$ cat config.mk
export PLATFORM = sky130hd
export DESIGN_NAME = instr_fetch_unit
export DESIGN_NICKNAME = d
export VERILOG_FILES = /design/src/rtl/instr_fetch_unit.sv
export SDC_FILE = /design/constraint.sdc
export NUM_CORES = 1
export LEC_CHECK = 0
export CAP_MARGIN = 30
export CELL_PAD_IN_SITES_DETAIL_PLACEMENT = 1
export CELL_PAD_IN_SITES_GLOBAL_PLACEMENT = 2
export CORE_AREA = 2 2 159 161
export CTS_BUF_LIST = sky130_fd_sc_hd__clkbuf_16
export CTS_CLUSTER_SIZE = 12
export DETAILED_ROUTE_END_ITERATION = 10
export DIE_AREA = 0 0 161 163
export PLACE_DENSITY = 0.93
export SETUP_SLACK_MARGIN = 0.4
export SLEW_MARGIN = 0
export SYNTH_ARGS = -nofsm -noshare
export SYNTH_HDL_FRONTEND = slang
export SYNTH_SLANG_ARGS = --single-unit
export TNS_END_PERCENT = 30
$ cat constraint.sdc
create_clock -name CLK -period 3.9 [get_ports CLK]
set_input_delay 0.39 -clock CLK [delete_from_list [all_inputs] [get_ports CLK]]
set_output_delay 0.39 -clock CLK [all_outputs]
set_load 0.1 [all_outputs]
$ cat src/rtl/instr_fetch_unit.sv
// Fetch stage ahead of the multicycle control FSM: owns the PC, fetches over imem req/ack,
// buffers the word and loads INSTRUCAO on LOAD_IR. Optional fetch timeout: FETCH_TIMEOUT_EN.
//
// state  | meaning
// F_REQ  | request outstanding for PC (imem_req=1)
// F_HOLD | buffer holds the word at PC (instr_ready=1)
// F_DROP | one-cycle request retraction after a PC change mid-fetch
module instr_fetch_unit #(
  parameter int              PC_W        = 64,
  parameter logic [PC_W-1:0] RESET_PC    = '0,
  parameter int              TIMEOUT_CYC = 15
) (
  input  logic            CLK,
  input  logic            RST,
  input  logic            WRITE_PC,
  input  logic [PC_W-1:0] PC_IN,
  input  logic            LOAD_IR,
  output logic            imem_req,
  output logic [PC_W-1:0] imem_addr,
  input  logic            imem_ack,
  input  logic [31:0]     imem_rdata,
  output logic [PC_W-1:0] PC,
  output logic [31:0]     INSTRUCAO,
  output logic [6:0]      op_code,
  output logic            instr_ready,
  output logic            fetch_err
);

  localparam logic [31:0] NOP_WORD = 32'h0000_0013;

  if (TIMEOUT_CYC < 1) begin : g_timeout_range
    $error("instr_fetch_unit: TIMEOUT_CYC must be at least 1");
  end

  typedef enum logic [1:0] {F_REQ, F_HOLD, F_DROP} state_t;

  state_t      state, state_nxt;
  logic [31:0] instr_buf;
  logic        ir_pending;
  logic        ack_take;
  logic        fill_nop;
  logic        timeout_hit;
  logic        ir_wanted;

  always_ff @(posedge CLK) begin
    if (RST) state <= F_REQ;
    else     state <= state_nxt;
  end

  always_comb begin
    state_nxt = state;
    case (state)
      F_REQ: begin
        if (WRITE_PC)                      state_nxt = F_DROP;
        else if (imem_ack || timeout_hit)  state_nxt = F_HOLD;
      end
      F_HOLD: if (WRITE_PC) state_nxt = F_REQ;
      F_DROP: state_nxt = WRITE_PC ? F_DROP : F_REQ;
      default: state_nxt = F_REQ;
    endcase
  end

  // A PC write in F_REQ discards any ack or timeout of that same cycle.
  always_comb begin
    imem_req    = (state == F_REQ) && !RST;
    instr_ready = (state == F_HOLD);
    ack_take    = (state == F_REQ) && imem_ack && !WRITE_PC;
    fill_nop    = timeout_hit && !WRITE_PC;
  end

  assign imem_addr = PC;
  assign op_code   = INSTRUCAO[6:0];
  assign ir_wanted = LOAD_IR || ir_pending;

  always_ff @(posedge CLK) begin
    if (RST) begin
      PC         <= RESET_PC;
      instr_buf  <= 32'h0;
      INSTRUCAO  <= 32'h0;
      ir_pending <= 1'b0;
    end else begin
      if (WRITE_PC) PC <= PC_IN;

      if (ack_take)      instr_buf <= imem_rdata;
      else if (fill_nop) instr_buf <= NOP_WORD;

      // IR always takes the buffered (old-PC) word when ready, even alongside a PC write.
      if (LOAD_IR && instr_ready) begin
        INSTRUCAO <= instr_buf;
      end else if (ir_wanted && ack_take) begin
        INSTRUCAO  <= imem_rdata;
        ir_pending <= 1'b0;
      end else if (ir_wanted && fill_nop) begin
        INSTRUCAO  <= NOP_WORD;
        ir_pending <= 1'b0;
      end else if (LOAD_IR) begin
        ir_pending <= 1'b1;
      end
    end
  end

`ifdef FETCH_TIMEOUT_EN
  localparam int CNT_W = $clog2(TIMEOUT_CYC + 1);

  logic [CNT_W-1:0] tmo_cnt;

  assign timeout_hit = (state == F_REQ) && !imem_ack &&
                       (tmo_cnt == CNT_W'(TIMEOUT_CYC - 1));

  always_ff @(posedge CLK) begin
    if (RST) begin
      tmo_cnt   <= '0;
      fetch_err <= 1'b0;
    end else begin
      if (state != F_REQ || state_nxt != F_REQ || imem_ack) tmo_cnt <= '0;
      else                                                  tmo_cnt <= tmo_cnt + 1'b1;
      if (fill_nop) fetch_err <= 1'b1;
    end
  end
`else
  assign timeout_hit = 1'b0;
  assign fetch_err   = 1'b0;
`endif

endmodule
Yosys cells after proc, flatten, opt, wreduce, memory -nomap -nowiden

Index checks and enable logic that the tools add are counted.

Bits in writable memories: 0
Output and inout bits: 170
Logic and storage cells: 32
Bits in read-only memories: 0
Input port bits: 101
Flip-flop bits (word level): 131
Bits in latches: 0
Memories kept: 0

Reduce and logical (&&, ||, !) cells: 13
Shift operators: 0
Muxes and demuxes: 9
Equality and inequality tests: 4
Bitwise logic cells: 1
Magnitude comparators: 0
Add/sub/neg operators: 0
Multipliers: 0
Div/mod/pow operators: 0

Operators by type and width:

| operator             | count |
|---|---|
| $mux W32             | 2 |
| $mux W2              | 4 |
| $pmux W2 S3          | 1 |
| $logic_and A1 B1 Y1  | 5 |
| $reduce_and A2 Y1    | 2 |
| $reduce_bool A2 Y1   | 2 |
| $ne A3 B3 Y1 const B | 1 |
| $eq A2 B1 Y1 const B | 1 |
| $eq A2 B2 Y1 const B | 1 |
| $logic_not A1 Y1     | 2 |
| $logic_not A2 Y1     | 1 |
| $mux W1              | 2 |
| $ne A2 B2 Y1 const B | 1 |
| $logic_or A1 B1 Y1   | 1 |
| $not A1 Y1           | 1 |

Longest topological paths before layout

Depth in word-level cells: 6
Mapped depth: 6
Depth with buffers taken out: 3

Worst setup path after synthesis

Ideal clock, no wire load.

Path type: input to output
Start point: input RST
End point: output imem_req
Buffers on the path: 2
Arrival time: 2.752 ns
Stages: 3
Required time: 3.510 ns
Setup slack: 0.758 ns
Cell sequence: clkbuf_1 > clkbuf_1 > nor3_1

Longest elaborated chain between the ends: 2

RTL lines:

| element             | RTL line | text |
|---|---|---|
| start, declared     | 14       | `input logic RST,` |
| $logic_not A1 Y1    | 65       | `imem_req = (state == F_REQ) && !RST;` |
| $logic_and A1 B1 Y1 | 65       |  |
| end, declared       | 18       | `output logic imem_req,` |

No other way between the ends.

Worst setup path in the final report

Start point: register state[1]
End point: output imem_req

Longest elaborated chain between the ends: 2

RTL lines:

| element                | RTL line | text |
|---|---|---|
| start, declared        | 37       | `state_t state, state_nxt;` |
| start signal, assigned | 47       | `else state <= state_nxt;` |
| $logic_not A2 Y1       | 65       |  |
| $logic_and A1 B1 Y1    | 65       |  |

No other way between the ends.

==> impl_summary.md <==
Worst setup path
The critical path capture point type is a primary output. The path depth of the worst reg2reg path is 5. The arrival time of the worst setup path is 2.55 ns.

The critical path goes through nor3_1 > clkdlybuf4s50_1. The path type of the worst setup path is register to primary output. The largest single stage delay on the critical path is 1.18 ns. Of all nets on the critical path, the largest fanout is 27. The critical-path cell with the highest stage delay is sky130_fd_sc_hd__clkdlybuf4s50_1.

The required time of the worst setup path is 3.51 ns. The nature of the critical path startpoint is a register.

Floorplan
The initial core utilization is 25.40%. Measured along the y axis, the die boundary spans between 150 and 200 um. The die footprint is 26240 um2.

The floorplan step defined a core boundary enclosing around 25000 um2. The die extent in x is 161 um. After floorplanning, the core was divided into 58 placement rows.

The number of top-level pins is 271.

Timing
For this run, the top clock speed supported by timing is 339.6 MHz. The final period demand of the worst path is 2.945 ns. In the finished design, the share of the clock period the worst path needs comes to around 76%. At the pin with the least slew margin, the transition time is 1.033 ns. For the final database, setup skew stands at approximately 0.015 ns. The normalized max-slew margin is 30.90%.

The final-report setup violation count is 0. Hold timing on the final database bottoms out at a slack of 0.2285 ns. The final count of pins violating max slew is 0. Setup repair after global routing left no endpoint under its margin.

The hold violation total from the final report is 0. The setup total negative slack is 0 ns.

Power and ir drop
The peak supply drop is 257.6 uV. For this design the ratio of total power to cell area is between 400 and 500 nW/um2. In this run the static leakage power is 3.806 nW. Summing internal, switching and leakage power gives 4.628 mW.

Finish
The number of nets in the layout is ~970. The fraction of final layout cells sized beyond drive strength 1 is 7.119%. Summing all flip-flop and latch instances after layout gives 2624 um2.

The filler cell count is 2832. The area used by multi-input combinational logic is about 2800 um2. The area overhead of the layout relative to synthesis is 50.30%. The antenna diode instance count is 0.

Worst hold path
The instance count along the most critical hold path is 2. The path class of the tightest hold or removal check is input port to register.

Global routing
The total global routing track utilization is between 15 and 20%. The remaining global-route overflow is 0. Entering global routing, the biggest net connects 81 pins. The first global-routing pass estimated about 32 mm of wire. The initial antenna violation count is 0. The via count of the first global-routing pass was 5695.

Place
The wire-length estimate of the detail-placed layout is 14.62 mm. Routability-driven placement finished with a final weighted congestion of 0.7224. The number of input and output port buffers inserted is around 270.

Synth
The number of instances in the synthesized netlist is 693. The number of synthesized flops with an enable pin is 0. After synthesis the cells add up to between 6000 and 7000 um2.

In the post-synthesis netlist, the cell with the most instances is sky130_fd_sc_hd__dfxtp_1. The post-synthesis sequential element count is 131. The synthesized design devotes to its leading area cell type 41.85% of total area.

The average instance in the mapped netlist occupies 9.042 um2. The proportion of synthesized flip-flops having asynchronous set or reset is 0%. After synthesis, the netlist uses 26 different library cells. Sorting the synthesized cells by area gives the leading types as sky130_fd_sc_hd__dfxtp_1, sky130_fd_sc_hd__mux2i_1, sky130_fd_sc_hd__buf_4. The most used flip-flop cell after synthesis is sky130_fd_sc_hd__dfxtp_1. By count the netlist is led by sky130_fd_sc_hd__dfxtp_1, sky130_fd_sc_hd__nor2_1, sky130_fd_sc_hd__mux2i_1. The count of warnings emitted by yosys is 0. sky130_fd_sc_hd__dfxtp_1 takes more of the synthesized area than any other cell. The net count after synthesis is about 800. Of the synthesized area, sequential elements account for 41.85%.

Clock network
The total clock buffers created by CTS is 17. After clock tree synthesis, the flow added hold-fix buffers numbering 0. The clock reaches the later pin of the worst-skew pair after 0.41 ns.

The post-CTS setup buffer count is 0. The tree built by TritonCTS fans out to 131 sinks. Clock-pin slew was measured on the worst setup and hold paths at 0.05 ns.

The clock tree from TritonCTS is done. The root buffer cell chosen for the clock tree is sky130_fd_sc_hd__clkbuf_16. The H-tree depth reported by CTS is 4. Once the clock tree was built, the resizer swapped 0 gates to a different size.

The longest clock path from root to sink contains 2 buffers.

Status
The flow ran to the end, and the final reports show no timing, DRC or antenna violations.

Routing
The first detailed-routing pass ran for 4 iterations. The DRC marker count from the first detailed-route iteration is 218. The average wire per standard cell is between 15 and 20 um.

The detailed-route vias per instance is ~4.4. The routed wire length is 20.41 mm. The detail route stage leaves a number of antenna-violating nets equal to 0. In the routed design, unresolved DRC markers number 0. Summing over every cut layer, the via total after detailed routing is between 5000 and 6000.

Job
The number of violations of the max-capacitance limit is 0.
## where the power goes
part           switching (mW)  total, mW  internal [mW]
Combinational            1.02       1.42          0.407
Sequential             0.0794       1.50           1.42
Clock                   0.681       1.71           1.03
## path summary, 6_finish.rpt
kind                                            startpoint  slack, ns                          to
worst max register to register       state[1]$_SDFFE_PP0P_       1.16  INSTRUCAO[28]$_SDFFE_PP0P_
worst min-delay path                              WRITE_PC       0.23       state[0]$_SDFFE_PP0P_
worst min register to register  instr_buf[13]$_SDFFE_PP0P_       0.46  instr_buf[13]$_SDFFE_PP0P_
worst max-delay path                 state[1]$_SDFFE_PP0P_       0.96                    imem_req
## registers in the layout, summed over array words and instances, names as in the netlist
register	flops
instr_buf	32
PC	64
state	2
INSTRUCAO	32
ir_pending	1
## cell families (layout without fill, tap and decap cells)
family	after synthesis	count (layout)	share of synthesized area, %
other	1	1	0.05985
and+or+nand+nor	234	234	16.09
DFF	131	131	41.85
AOI/OAI and AO/OA	99	99	12.58
buffers and inverters	132	324	14.08
muxes	96	96	15.34
## per-stage QoR
stage	area, um2	util [%]	std cells	worst slack [ns]
after CTS	9418	38.17	1215	0.8973
final	9418	38.17	1215	0.9553
after floorplan	6266	-	693	0.7584
after detailed placement	8800	35.66	1183	1.116
after global placement	8607	34.88	1176	1.218
after global routing	9418	38.17	1215	0.7840
## cell type report
class                      instances  area share, %
timing repair buffer             289          31.75
multi-input combinational        430          29.32
sequential                       131          27.86
clock buffer                      17          4.517
tap                              330          4.384
clock inverter                    15          2.046
inverter                           3         0.1196
## metal layers
metal / global-route usage [%] / share of wire [%] / vias up
met2: 27.27 / 50 / 171
met1: 17.38 / 42 / 2582
met5: 0 / 0 / -
met4: 3.531 / 0.64 / 0
met3: 5.831 / 7.4 / 6
li1: - / - / 2643
## layout by cell type, fill, tap and decap left out, drive strengths merged, types with 2 or more instances in the layout
master / count
clkdlybuf4s50: 267
dfxtp: 131
nor2: 130
mux2i: 96
nand2: 64
nor2b: 33
a221o: 32
a21oi: 32
a211oi: 32
buf: 22
clkbuf: 17
inv: 11
bufinv: 3
clkinv: 3
nand2b: 2
## worst max-delay path, delay by kind of cell (launching register included)
| family | cells | cell delay, ns |
|---|---|---|
| buffers and inverters | 1 | 1.18 |
| flip-flops | 1 | 0.62 |
| AND/OR/NAND/NOR | 1 | 0.35 |
Note: power is estimated with default switching activity, not from simulation.
